--- src/rtl/ifu_pkg.sv ---
// ifu_pkg: shared types and defaults for the instruction fetch unit.
//   fetch_entry_t : {pc, inst} pair buffered toward decode
//   ifu_state_e   : fetch controller FSM states
//   IFU_FIFO_DEP  : default instruction FIFO depth / outstanding-request limit
package ifu_pkg;

   localparam int unsigned IFU_PC_W     = 32;
   localparam int unsigned IFU_INST_W   = 32;
   localparam int unsigned IFU_FIFO_DEP = 2;

   typedef struct packed {
      logic [IFU_PC_W-1:0]   pc;
      logic [IFU_INST_W-1:0] inst;
   } fetch_entry_t;

   typedef enum logic [1:0] {
      IDLE  = 2'd0,
      RUN   = 2'd1,
      DRAIN = 2'd2
   } ifu_state_e;

endpackage

--- src/rtl/ifu_fifo.sv ---
// ifu_fifo: generic synchronous FIFO with a synchronous flush.
//   clk, rst_n     : clock, asynchronous active-low reset
//   flush          : clears the FIFO at the next edge (wins over push/pop)
//   push, wdata    : write request / data (ignored when full unless popping too)
//   pop, rdata     : read request (ignored when empty) / head data (valid when !empty)
//   empty, full    : status
//   count          : number of stored entries
// DEPTH must be a power of 2 so the pointers wrap naturally.
module ifu_fifo #(
   parameter int unsigned DEPTH = 2,
   parameter type         T     = logic [31:0]
) (
   input  logic                       clk,
   input  logic                       rst_n,
   input  logic                       flush,
   input  logic                       push,
   input  T                           wdata,
   input  logic                       pop,
   output T                           rdata,
   output logic                       empty,
   output logic                       full,
   output logic [$clog2(DEPTH):0]     count
);

   localparam int unsigned AW = (DEPTH > 1) ? $clog2(DEPTH) : 1;
   localparam int unsigned CW = $clog2(DEPTH) + 1;

   T               mem [DEPTH];
   logic [AW-1:0]  wptr_q, rptr_q;
   logic [CW-1:0]  count_q;
   logic           do_push, do_pop;

   assign empty   = (count_q == '0);
   assign full    = (count_q == CW'(DEPTH));
   assign count   = count_q;
   assign rdata   = mem[rptr_q];
   assign do_pop  = pop & ~empty;
   // A push at full is legal when the head leaves in the same cycle.
   assign do_push = push & (~full | do_pop);

   always_ff @(posedge clk or negedge rst_n) begin
      if (!rst_n) begin
         wptr_q  <= '0;
         rptr_q  <= '0;
         count_q <= '0;
      end else if (flush) begin
         wptr_q  <= '0;
         rptr_q  <= '0;
         count_q <= '0;
      end else begin
         if (do_push) wptr_q <= wptr_q + AW'(1);
         if (do_pop)  rptr_q <= rptr_q + AW'(1);
         count_q <= count_q + CW'(do_push) - CW'(do_pop);
      end
   end

   // Storage needs no reset: contents are only visible while count_q > 0.
   always_ff @(posedge clk) begin
      if (do_push) mem[wptr_q] <= wdata;
   end

endmodule

--- src/rtl/ifu_fetch_ctrl.sv ---
// ifu_fetch_ctrl: fetch controller between the PC register, the I-cache front port and decode.
//   clk, rst_n            : clock, asynchronous active-low reset
//   fetch_pc / fetch_adv  : PC register output / advance pulse (one per accepted request)
//   ic_req/ic_addr/ic_gnt : I-cache request handshake (ic_addr = fetch_pc)
//   ic_rvalid/ic_rdata    : in-order I-cache responses, unbounded latency
//   id_valid/id_inst/id_pc/id_ready : buffered instruction stream toward decode
//   flush                 : redirect; kills buffered and in-flight fetches
// Optional (macro IFU_PERF_CNT_EN): perf_fetch_cnt, perf_stall_cnt saturating 32-bit counters.
module ifu_fetch_ctrl
   import ifu_pkg::*;
#(
   parameter int unsigned PC_W     = IFU_PC_W,
   parameter int unsigned INST_W   = IFU_INST_W,
   parameter int unsigned FIFO_DEP = IFU_FIFO_DEP
) (
   input  logic              clk,
   input  logic              rst_n,
   input  logic [PC_W-1:0]   fetch_pc,
   output logic              fetch_adv,
   output logic              ic_req,
   output logic [PC_W-1:0]   ic_addr,
   input  logic              ic_gnt,
   input  logic              ic_rvalid,
   input  logic [INST_W-1:0] ic_rdata,
   output logic              id_valid,
   output logic [INST_W-1:0] id_inst,
   output logic [PC_W-1:0]   id_pc,
   input  logic              id_ready,
   input  logic              flush
`ifdef IFU_PERF_CNT_EN
   ,
   output logic [31:0]       perf_fetch_cnt,
   output logic [31:0]       perf_stall_cnt
`endif
);

   localparam int unsigned CW = $clog2(FIFO_DEP) + 1;

   ifu_state_e    state_q, state_d;
   logic [CW-1:0] out_q, out_d;     // requests accepted but not yet answered
   logic [CW-1:0] drop_q, drop_d;   // responses still to discard after a flush
   logic [CW:0]   credit_used;
   logic          accept, resp_keep, id_pop;

   logic [CW-1:0] fifo_count, tag_count;
   logic          fifo_empty, fifo_full, tag_empty, tag_full;
   logic [PC_W-1:0] tag_head;
   fetch_entry_t  entry_in, entry_out;

   // Credit covers both buffered and in-flight instructions, so a response always has a slot.
   assign credit_used = (CW+1)'(out_q) + (CW+1)'(fifo_count);
   assign ic_req      = (state_q == RUN) & ~flush & (credit_used < (CW+1)'(FIFO_DEP));
   assign ic_addr     = fetch_pc;
   assign accept      = ic_req & ic_gnt;
   assign fetch_adv   = accept;
   assign out_d       = out_q + CW'(accept) - CW'(ic_rvalid);
   // A response in the flush cycle belongs to the killed path and is dropped.
   assign resp_keep   = (state_q == RUN) & ic_rvalid & ~flush;

   assign id_valid    = ~fifo_empty;
   assign id_pop      = id_valid & id_ready;
   assign id_inst     = entry_out.inst;
   assign id_pc       = entry_out.pc;

   always_comb begin
      entry_in      = '0;
      entry_in.pc   = tag_head;
      entry_in.inst = ic_rdata;
   end

   always_comb begin
      state_d = state_q;
      drop_d  = drop_q;
      case (state_q)
         IDLE: state_d = RUN;
         RUN: begin
            if (flush) begin
               drop_d = out_d;
               if (out_d != '0) state_d = DRAIN;
            end
         end
         DRAIN: begin
            drop_d = flush ? out_d : (drop_q - CW'(ic_rvalid));
            if (drop_d == '0) state_d = RUN;
         end
         default: state_d = IDLE;
      endcase
   end

   always_ff @(posedge clk or negedge rst_n) begin
      if (!rst_n) begin
         state_q <= IDLE;
         out_q   <= '0;
         drop_q  <= '0;
      end else begin
         state_q <= state_d;
         out_q   <= out_d;
         drop_q  <= drop_d;
      end
   end

   // PCs of in-flight requests, matched to responses in order.
   ifu_fifo #(
      .DEPTH (FIFO_DEP),
      .T     (logic [PC_W-1:0])
   ) u_tag_q (
      .clk   (clk),
      .rst_n (rst_n),
      .flush (flush),
      .push  (accept),
      .wdata (fetch_pc),
      .pop   (resp_keep),
      .rdata (tag_head),
      .empty (tag_empty),
      .full  (tag_full),
      .count (tag_count)
   );

   ifu_fifo #(
      .DEPTH (FIFO_DEP),
      .T     (fetch_entry_t)
   ) u_inst_q (
      .clk   (clk),
      .rst_n (rst_n),
      .flush (flush),
      .push  (resp_keep),
      .wdata (entry_in),
      .pop   (id_pop),
      .rdata (entry_out),
      .empty (fifo_empty),
      .full  (fifo_full),
      .count (fifo_count)
   );

`ifdef IFU_PERF_CNT_EN
   logic [31:0] perf_fetch_q, perf_stall_q;

   always_ff @(posedge clk or negedge rst_n) begin
      if (!rst_n) begin
         perf_fetch_q <= '0;
         perf_stall_q <= '0;
      end else begin
         if (accept && perf_fetch_q != '1) perf_fetch_q <= perf_fetch_q + 32'd1;
         if (state_q == RUN && !accept && perf_stall_q != '1) perf_stall_q <= perf_stall_q + 32'd1;
      end
   end

   assign perf_fetch_cnt = perf_fetch_q;
   assign perf_stall_cnt = perf_stall_q;
`endif

`ifndef SYNTHESIS
   a_rvalid_outstanding: assert property (@(posedge clk) disable iff (!rst_n)
      ic_rvalid |-> (out_q != '0));
   a_tag_not_empty: assert property (@(posedge clk) disable iff (!rst_n)
      resp_keep |-> !tag_empty);
   a_tag_no_overflow: assert property (@(posedge clk) disable iff (!rst_n)
      accept |-> !tag_full);
   a_tag_tracks_out: assert property (@(posedge clk) disable iff (!rst_n)
      (state_q == RUN) |-> (CW'(tag_count) == out_q));
   a_fifo_no_overflow: assert property (@(posedge clk) disable iff (!rst_n)
      (resp_keep && fifo_full) |-> id_pop);
`endif

endmodule

--- config.mk ---
export PLATFORM = sky130hd
export DESIGN_NAME = ifu_fetch_ctrl
export DESIGN_NICKNAME = d
export VERILOG_FILES = /design/src/rtl/ifu_pkg.sv /design/src/rtl/ifu_fifo.sv /design/src/rtl/ifu_fetch_ctrl.sv
export SDC_FILE = /design/constraint.sdc
export NUM_CORES = 1
export LEC_CHECK = 0
export BUFFER_PORTS_ARGS = -buffer_cell sky130_fd_sc_hd__buf_4
export CORE_ASPECT_RATIO = 0.6
export CORE_MARGIN = 2
export CORE_UTILIZATION = 59
export DETAILED_ROUTE_END_ITERATION = 8
export GPL_TIMING_DRIVEN = 0
export PLACE_DENSITY = 0.88
export SETUP_SLACK_MARGIN = 0.1
export SYNTH_ARGS = -nofsm -noshare
export SYNTH_HDL_FRONTEND = slang
export SYNTH_HIERARCHICAL = 1
export SYNTH_SLANG_ARGS = --single-unit
--- constraint.sdc ---
create_clock -name clk -period 15.15 [get_ports clk]
set_clock_uncertainty 0.15 [all_clocks]
set_input_delay 1.515 -clock clk [delete_from_list [all_inputs] [get_ports clk]]
set_output_delay 1.515 -clock clk [all_outputs]
set_load 0.02 [all_outputs]
# == After elaboration in Yosys (flattened, before gate mapping) ==
# Memory sizes are Yosys's and may differ from the RTL's.
# Cells that the tools add are included.
# word_totals
input_bits,70
mem_count,2
ram_bits,192
reg_bits,14
# op_classes
order_cmp,1
n_addsub,12
mux,21
bitwise,17
eq_ne,7
reduce_logical,12
# memory_table
memory,depth,width,rd,rd_ports_with_merged_regs,wr,line,source
u_inst_q.mem,2,64,1,0,1,ifu_fifo.sv:28,T mem [DEPTH];
u_tag_q.mem,2,32,1,0,1,ifu_fifo.sv:28,
# ops
cell,n
$mux 2,7
$mux 1,12
$reduce_bool 2->1,6
$and 1x1->1,10
$logic_not 2->1,4
$sub 2x1->2,4
$add 2x1->2,3
$eq 2x2->1 const B,3
$pmux 2 s3,1
$not 1->1,5
$add 1x1->1 const B,4
$ne 2x2->1 const B,2
$pmux 2 s2,1
$add 2x2->3,1
$lt 3x2->1 const B,1
$reduce_and 3->1,1
$eq 2x1->1 const B,1
$ne 2x1->1 const B,1
$or 1x1->1,2
$reduce_and 2->1,1

# == Longest topological paths before layout ==
# Gate-level depths: netlist of run 1.
# depth
depth_word,10
ltp_mapped,10
ltp_nobuf,10

# == Hierarchy ==
# The synthesis of run 1 kept the hierarchy.
# by_module_without_submodules
module,cells_per_inst,area_each_um2,instances,seq_area_each_um2
ifu_fifo (u_inst_q),229,4898.4,1,3943.8
ifu_fifo (u_tag_q),130,2558.7,1,2021.9
ifu_fetch_ctrl,78,688.2,1,150.1

# == Worst setup path after synthesis of run 1 ==
# OpenSTA, ideal clock, no wires.
# synth_path
kind,input-to-reg
start,in flush
end,"mem u_inst_q/mem[0][0] in the netlist's numbering, enable pin"
t_arrival_ns,5.315
path_stages,4
path_slack_ns,9.198
setup_ns,0.487
path_cell_list,clkbuf_1 -> nor3b_1 -> o21ai_2 -> nor2_1
# synth_via
elab_chain_cells,5
# synth_lines
element,line,source
start: declaration,ifu_fetch_ctrl.sv:29,input logic flush
$not 1->1,ifu_fetch_ctrl.sv:58,assign resp_keep = (state_q == RUN) & ic_rvalid & ~flush;
$and 1x1->1,ifu_fetch_ctrl.sv:58,
via resp_keep,ifu_fetch_ctrl.sv:43,"logic accept, resp_keep, id_pop;"
$and 1x1->1,ifu_fifo.sv:39,assign do_push = push & (~full | do_pop);
$mux 1,ifu_fifo.sv:59,if (do_push) mem[wptr_q] <= wdata;
$mux 1 (not written as such),ifu_fifo.sv:59,
end: declaration,ifu_fifo.sv:28,
# The timed path passes the listed nets, and every way through them passes these cells.

# == Worst setup path after layout of run 1 ==
# layout_path
start,in flush
end,out fetch_adv
# layout_via
elab_chain_cells,4
# layout_lines
element,line,source
$not 1->1,ifu_fetch_ctrl.sv:52,assign ic_req = (state_q == RUN) & ~flush & (credit_used < (CW+1)'(FIFO_DEP));
$and 1x1->1 (2 in a row),ifu_fetch_ctrl.sv:52,
$and 1x1->1,ifu_fetch_ctrl.sv:54,assign accept = ic_req & ic_gnt;
end: declaration,ifu_fetch_ctrl.sv:19,"output logic fetch_adv,"
# No other way between the ends.

==> summary.md, run 1 <==
| Metric | Value |
|---|---|
| Aggregate global routing overflow | 0 |
| CP cell instances | buf_4 > clkbuf_1 > nor4_1 > and2_1 > buf_4 |
| Post-route DRC | 0 |
| Area occupied by multi-input gates | 1680 µm² |
| Outcome | completed |
| CTS Sinks | 206 |
| Area growth, synth to finish | 27.2% |
| Synth Cell Area | ~8100 µm² |
| H-tree depth | 1 |
| CP arrival | approximately 2800 ps |
| Flop pwr share | between 50% and 60% |
| Worst relative slew slack | 19.3% |
| Critical-path top delay cell | nor4_1 |
| Final std cells w/o fill | between 800 and 900 |
| Synth warn | 6 |
| Starting Density | approximately three fifths |
| Largest net degree at the start of global routing | 33 |
| CP Max Fanout | 13 |
| Fillers | approximately 780 |
| Cells after Synth | 434 |
| Clk root buf | clkbuf_16 |
| Internal Power | just over 1 mW |
| Max Slew Vio Count | 0 |
| Sw power | between 300 and 400 µW |
| Final worst slack | between 10000 and 15000 ps |
| TNS Setup | 0 ps |
| Max Clk Rate | 0.222 GHz |
| Final hold vios | 0 |
| Share of cells above drive strength 1 | between 40% and 50% |
| CP dominant cell by count | buf_4 |
| Place WS | ~11000 ps |
| Post-CTS setup buffer count | 0 |
| Final Net Count | slightly above 700 |
| Final setup fails | 0 |
| WL/cell | between 15 and 20 µm |
| Post-DP HPWL | roughly 10 mm |
| Clock Latency Late Sink | about 480 ps |
| Logic pwr share | between 10% and 20% |
| Vias in the first global route | 4457 |
| Worst-Margin Slew | approximately 1200 ps |
| Ant. Diodes | 0 |
| Initial DRC Count | 272 |
| Pre-antenna DRT Iters | 4 |
| Remaining antenna violation count | 0 |
| Syn Area/Cell | 18.7 µm² |
| Critical Path End Type | primary output |
| Maximum vdd ir drop | 0.0906 mV |
| First-pass GRT wire length | approximately 23 mm |
| Fin crit share | between 20% and 30% |
| Number of max-cap violations | 0 |
| Clock power frac | 32.7% |
| Worst Hold Class | reg -> reg |
| Die area | ~15000 µm² |
| Worst setup path category | in -> out |
| Routed wire length | between 15 and 20 mm |
| Via/cell ratio | roughly 5.3 |
| GP Congestion | slightly above 0.7 |
| RSZ-0062 raised after global routing | false |
| Number of port buffers | 168 |
| Cell Pwr Density | ~130 nW/µm² |
| Critical Path Max Stage Delay | ~380 ps |
| Core Box Area | about 14000 µm² |
| Pleak | approximately 3.9 nW |
| Reg2reg setup slack | 11890 ps |
| Clk slew on worst S/H paths | 60 ps |
| Post-cts resize count | 0 |
| Inserted Clock Buffers | 19 |
| CP required | 13490 ps |
| Initial antenna violation count | 0 |
| Top Ports | 169 |
| CTS tree | done |
| Post-route minimum period | 4500 ps |
| Hold Buf Count CTS | 0 |
| CP Launch Type | primary input |
| Register area | between 6000 and 7000 µm² |
| Switching share of power | roughly a quarter |
| Die Ht | 95.0 µm |
| Vias after detailed routing | around 4300 |
| Die Wd | about 160 µm |
| GRT Resource Usage Total | between 20% and 30% |
| Mapped Nets | 510 |
| FP Rows | 33 |
| Max Root-Sink Buffers | 3 |
| Cell total after placement | 783 |
-- layout make-up --
class                      count  share of cell area [%]
buffer                        46                    3.29
clock buffer                  22                    4.70
inverter                       7                   0.254
clock inverter                11                   0.786
tap                          175                    2.12
multi-input combinational    175                    16.3
timing repair buffer         174                    13.5
sequential                   206                    59.1
-- layout by cell type (no fill, tap or decap), drive strengths merged --
cell	instances
buf	219
edfxtp	192
mux2	100
clkbuf	23
nor2	20
dfrtp	14
inv	8
o21ai	8
clkinv	8
nand2b	6
nor2b	5
xor2	5
ha	5
nand3	4
a21oi	4
and2	3
o221a	2
and4bb	2
nor4	1
xor3	1
nor3b	1
nor4b	1
nand2	1
and3b	1
o21bai	1
xnor2	1
a211oi	1
o2bb2ai	1
fa	1
clkinvlp	1
bufinv	1
-- power by group through the flow --
stage               registers (mW)  logic [mW]  clock network (mW)
floorplan                    0.697       0.120                   0
global placement             0.700       0.187                   0
detailed placement           0.699       0.211                   0
CTS                          0.687       0.213               0.447
global route                 0.690       0.228               0.469
finish                       0.687       0.212               0.436
-- critical path, delay by kind of cell --
kind	cells	cell delay (ps)
buffers and inverters	3	590
and+or+nand+nor	2	720
-- flip-flops by register name, summed over array words and instances (netlist names) --
| name | count |
|---|---|
| u_inst_q/count | 2 |
| u_tag_q/wptr_q | 1 |
| drop_q | 2 |
| u_tag_q/mem | 64 |
| u_inst_q/wptr_q | 1 |
| u_tag_q/count | 2 |
| u_inst_q/rptr_q | 1 |
| state_q | 2 |
| u_inst_q/mem | 128 |
| out_q | 2 |
| u_tag_q/rptr_q | 1 |
-- per-layer routing --
layer  vias up  global-route usage [%]  wire length (µm)
met3        24                    5.14              1030
met5         -                       0                 0
met4         0                    4.97               243
met1      2127                    26.6              6460
met2       165                    34.3              7280
li1       2000                       -                 -
-- path summary, 6_finish.rpt --
| path | end | cells after the start | start |
|---|---|---|---|
| worst min-delay path | u_inst_q/mem[0][40] | 1 | u_tag_q/mem[1][8] |
| max in group asynchronous | u_inst_q/count[1] | 1 | rst_n |
| min in group asynchronous | u_inst_q/count[0] | 1 | rst_n |
| worst max register to register | u_tag_q/mem[1][23] | 6 | state_q[1] |
| worst min register to register | u_inst_q/mem[0][40] | 1 | u_tag_q/mem[1][8] |
| worst max-delay path | fetch_adv | 5 | flush |
-- per-stage QoR --
stage          total power, mW  hold slack, ps  utilization, %  cell area [µm²]
3_3_place_gp             0.887             389            71.0             9610
5_1_grt                   1.39             426            76.4            10300
3_5_place_dp             0.909             403            72.2             9780
2_1_floorplan            0.817             383               -             8130
4_1_cts                   1.35             420            76.4            10300
6_report                  1.33             418            76.4            10300
Note: power is estimated with default switching activity, not from simulation.
==> run 2, diff against run 1 <==
--- a/config.mk
+++ b/config.mk
@@ -8,10 +8,10 @@
 export BUFFER_PORTS_ARGS = -buffer_cell sky130_fd_sc_hd__buf_4
 export CORE_ASPECT_RATIO = 0.6
 export CORE_MARGIN = 2
-export CORE_UTILIZATION = 59
+export CORE_UTILIZATION = 54
 export DETAILED_ROUTE_END_ITERATION = 8
 export GPL_TIMING_DRIVEN = 0
-export PLACE_DENSITY = 0.88
+export PLACE_DENSITY = 0.82
 export SETUP_SLACK_MARGIN = 0.1
 export SYNTH_ARGS = -nofsm -noshare
 export SYNTH_HDL_FRONTEND = slang
==> constraint.sdc (replaced) <==
create_clock -name clk -period 4.32 [get_ports clk]
set_clock_uncertainty 0.15 [all_clocks]
set_input_delay 0.432 -clock clk [delete_from_list [all_inputs] [get_ports clk]]
set_output_delay 0.432 -clock clk [all_outputs]
set_load 0.02 [all_outputs]
==> run 2 against run 1 <==
  * Via count grew 6.7%
  * Sequential cell count is the same
  * Sequential power grew to 3.5 times the previous value
  * Sequential share of layout area shrank 3.7 points
  * Non-clock buffer count grew 63
  * Worst setup slack lost 9500 ps
  * Critical path type is now reg -> reg
  * Critical endpoint is now u_tag_q/mem[1][17]
  * Largest power group unchanged
  * Highest routed layer unchanged
==> summary.md, run 2 (synthesis results as in run 1) <==
| Metric | Value |
|---|---|
| Vias in the first global route | 4828 |
| Cell Pwr Density | 441 nW/µm² |
| R2r startpoint | u_inst_q/count[0] |
| Fillers | ~840 |
| Final worst slack | roughly 1200 ps |
| Pre-antenna DRT Iters | 6 |
| Post-DP HPWL | 10.6 mm |
| Final hold vios | 0 |
| CP startpoint | u_inst_q/count[0] |
| Worst-Margin Slew | between 700 and 800 ps |
| FP Rows | 34 |
| Worst setup path category | reg -> reg |
| Routed wire length | roughly 17 mm |
| Aggregate global routing overflow | 0 |
| Outcome | completed |
| Ant. Diodes | 0 |
| CTS tree | done |
| WL/cell | roughly 19 µm |
| CP arrival | about 3200 ps |
| Hold Slack | 19.3 ps |
| Share of cells above drive strength 1 | between 40% and 50% |
| Reg2reg setup slack | between 1000 and 1500 ps |
| Max Clk Rate | about 0.32 GHz |
| Top Ports | between 150 and 200 |
| Die area | ~16000 µm² |
| Remaining antenna violation count | 0 |
| Die Wd | approximately 160 µm |
| Post-cts resize count | 0 |
| Post-CTS setup buffer count | 0 |
| Fin crit share | between 70% and 80% |
| Reg2reg end | u_tag_q/mem[1][17] |
| Post-route minimum period | approximately 3100 ps |
| Number of port buffers | around 170 |
| Clk root buf | clkbuf_16 |
| Vias after detailed routing | ~4600 |
| Worst relative slew slack | roughly 52% |
| Clock Latency Late Sink | ~470 ps |
| Largest regs | u_inst_q/mem x128, u_tag_q/mem x64 |
| Hold Path Origin | fetch_pc[26] |
| Hold endpoint | u_tag_q/mem[1][26] |
| Final setup fails | 0 |
| CTS Sinks | ~210 |
| Reg2reg path depth | 7 |
| Critical Path End Type | flip-flop |
| Initial DRC Count | ~260 |
| Number of max-cap violations | 0 |
| GRT Resource Usage Total | roughly a fifth |
| Via/cell ratio | 5.10 |
| H-tree depth | 1 |
| Post-route DRC | 0 |
| Place WS | 821 ps |
| Starting Density | 55.7% |
| GP Congestion | ~0.77 |
| Maximum vdd ir drop | 0.319 mV |
| Max FFs per register | between 100 and 150 |
| First-pass GRT wire length | 25.2 mm |
| Max Root-Sink Buffers | 3 |
| CP Launch Type | flip-flop |
| Max Slew Vio Count | 0 |
| Worst Hold Class | in -> reg |
| Area growth, synth to finish | 35.8% |
| Most frequent cells in the layout | buf_4, edfxtp_1, dlygate4sd3_1, mux2_1, mux2_2 |
| Clk slew on worst S/H paths | about 70 ps |
| Initial antenna violation count | 0 |
| CP Max Fanout | 23 |
| Commonest non-fill, non-tap cell in the layout | buf_4 |
| Final Net Count | around 770 |
| Die Ht | between 90 and 100 µm |
| Biggest register | u_inst_q/mem |
| Hold Buf Count CTS | 60 |
| Largest net degree at the start of global routing | 33 |
| CP required | about 4400 ps |
| Worst hold stages | 1 |
| Inserted Clock Buffers | 19 |
| Core Box Area | roughly 15000 µm² |
| RSZ-0062 raised after global routing | false |
| Pleak | approximately 4.2 nW |
run 2: routing by layer:
metal,global-route usage (%),part of all wire [%],vias to the layer above
met5,0,0,-
met4,5.04,1.8,0
met3,4.50,6.7,30
met2,35.7,49,173
met1,26.4,42,2275
li1,-,-,2127
run 2: area by class of cell:
| class | instances | area, µm² | area share [%] |
|---|---|---|---|
| sequential | 206 | 6120 | 55.4 |
| timing repair buffer | 237 | 2010 | 18.2 |
| multi-input combinational | 175 | 1690 | 15.3 |
| clock buffer | 22 | 487 | 4.41 |
| buffer | 46 | 340 | 3.08 |
| tap | 198 | 248 | 2.24 |
| clock inverter | 12 | 133 | 1.20 |
| inverter | 7 | 26.3 | 0.238 |
run 2: metrics by stage:
step           utilization (%)  TNS [ps]  cells  instance area [µm²]  total power [mW]
3_5_place_dp              67.1         0    806                 9790              3.19
5_1_grt                   75.7         0    903                11000              5.05
2_1_floorplan                -    -78290    434                 8140              2.87
3_3_place_gp              66.1   -307720    800                 9650              3.11
4_1_cts                   75.5         0    900                11000              4.90
6_report                  75.7         0    903                11000              4.87
run 2: worst max path at each step:
stage                     cells after the start            endpoint  slack (ps)
after floorplan                               5  u_inst_q/mem[0][0]        -610
after global placement                        5  u_inst_q/mem[0][0]       -2410
after detailed placement                      6   u_tag_q/mem[1][9]         820
after CTS                                     6   u_tag_q/mem[1][6]         980
after global routing                          7   u_tag_q/mem[1][7]        1030
final                                         7  u_tag_q/mem[1][17]        1190
run 2: power by group:
| group | total [mW] | internal, mW | switching (mW) |
|---|---|---|---|
| Sequential | 2.41 | 2.36 | 0.0496 |
| Combinational | 0.793 | 0.364 | 0.429 |
| Clock | 1.67 | 0.988 | 0.679 |
run 2: critical path, stage by stage, from the launching register on:
cell     delay (ps)
dfrtp_1         450
and2_1          180
fa_1            430
nor4_1          360
and2_1          340
o21ai_1         250
nor2_4          410
buf_12          240
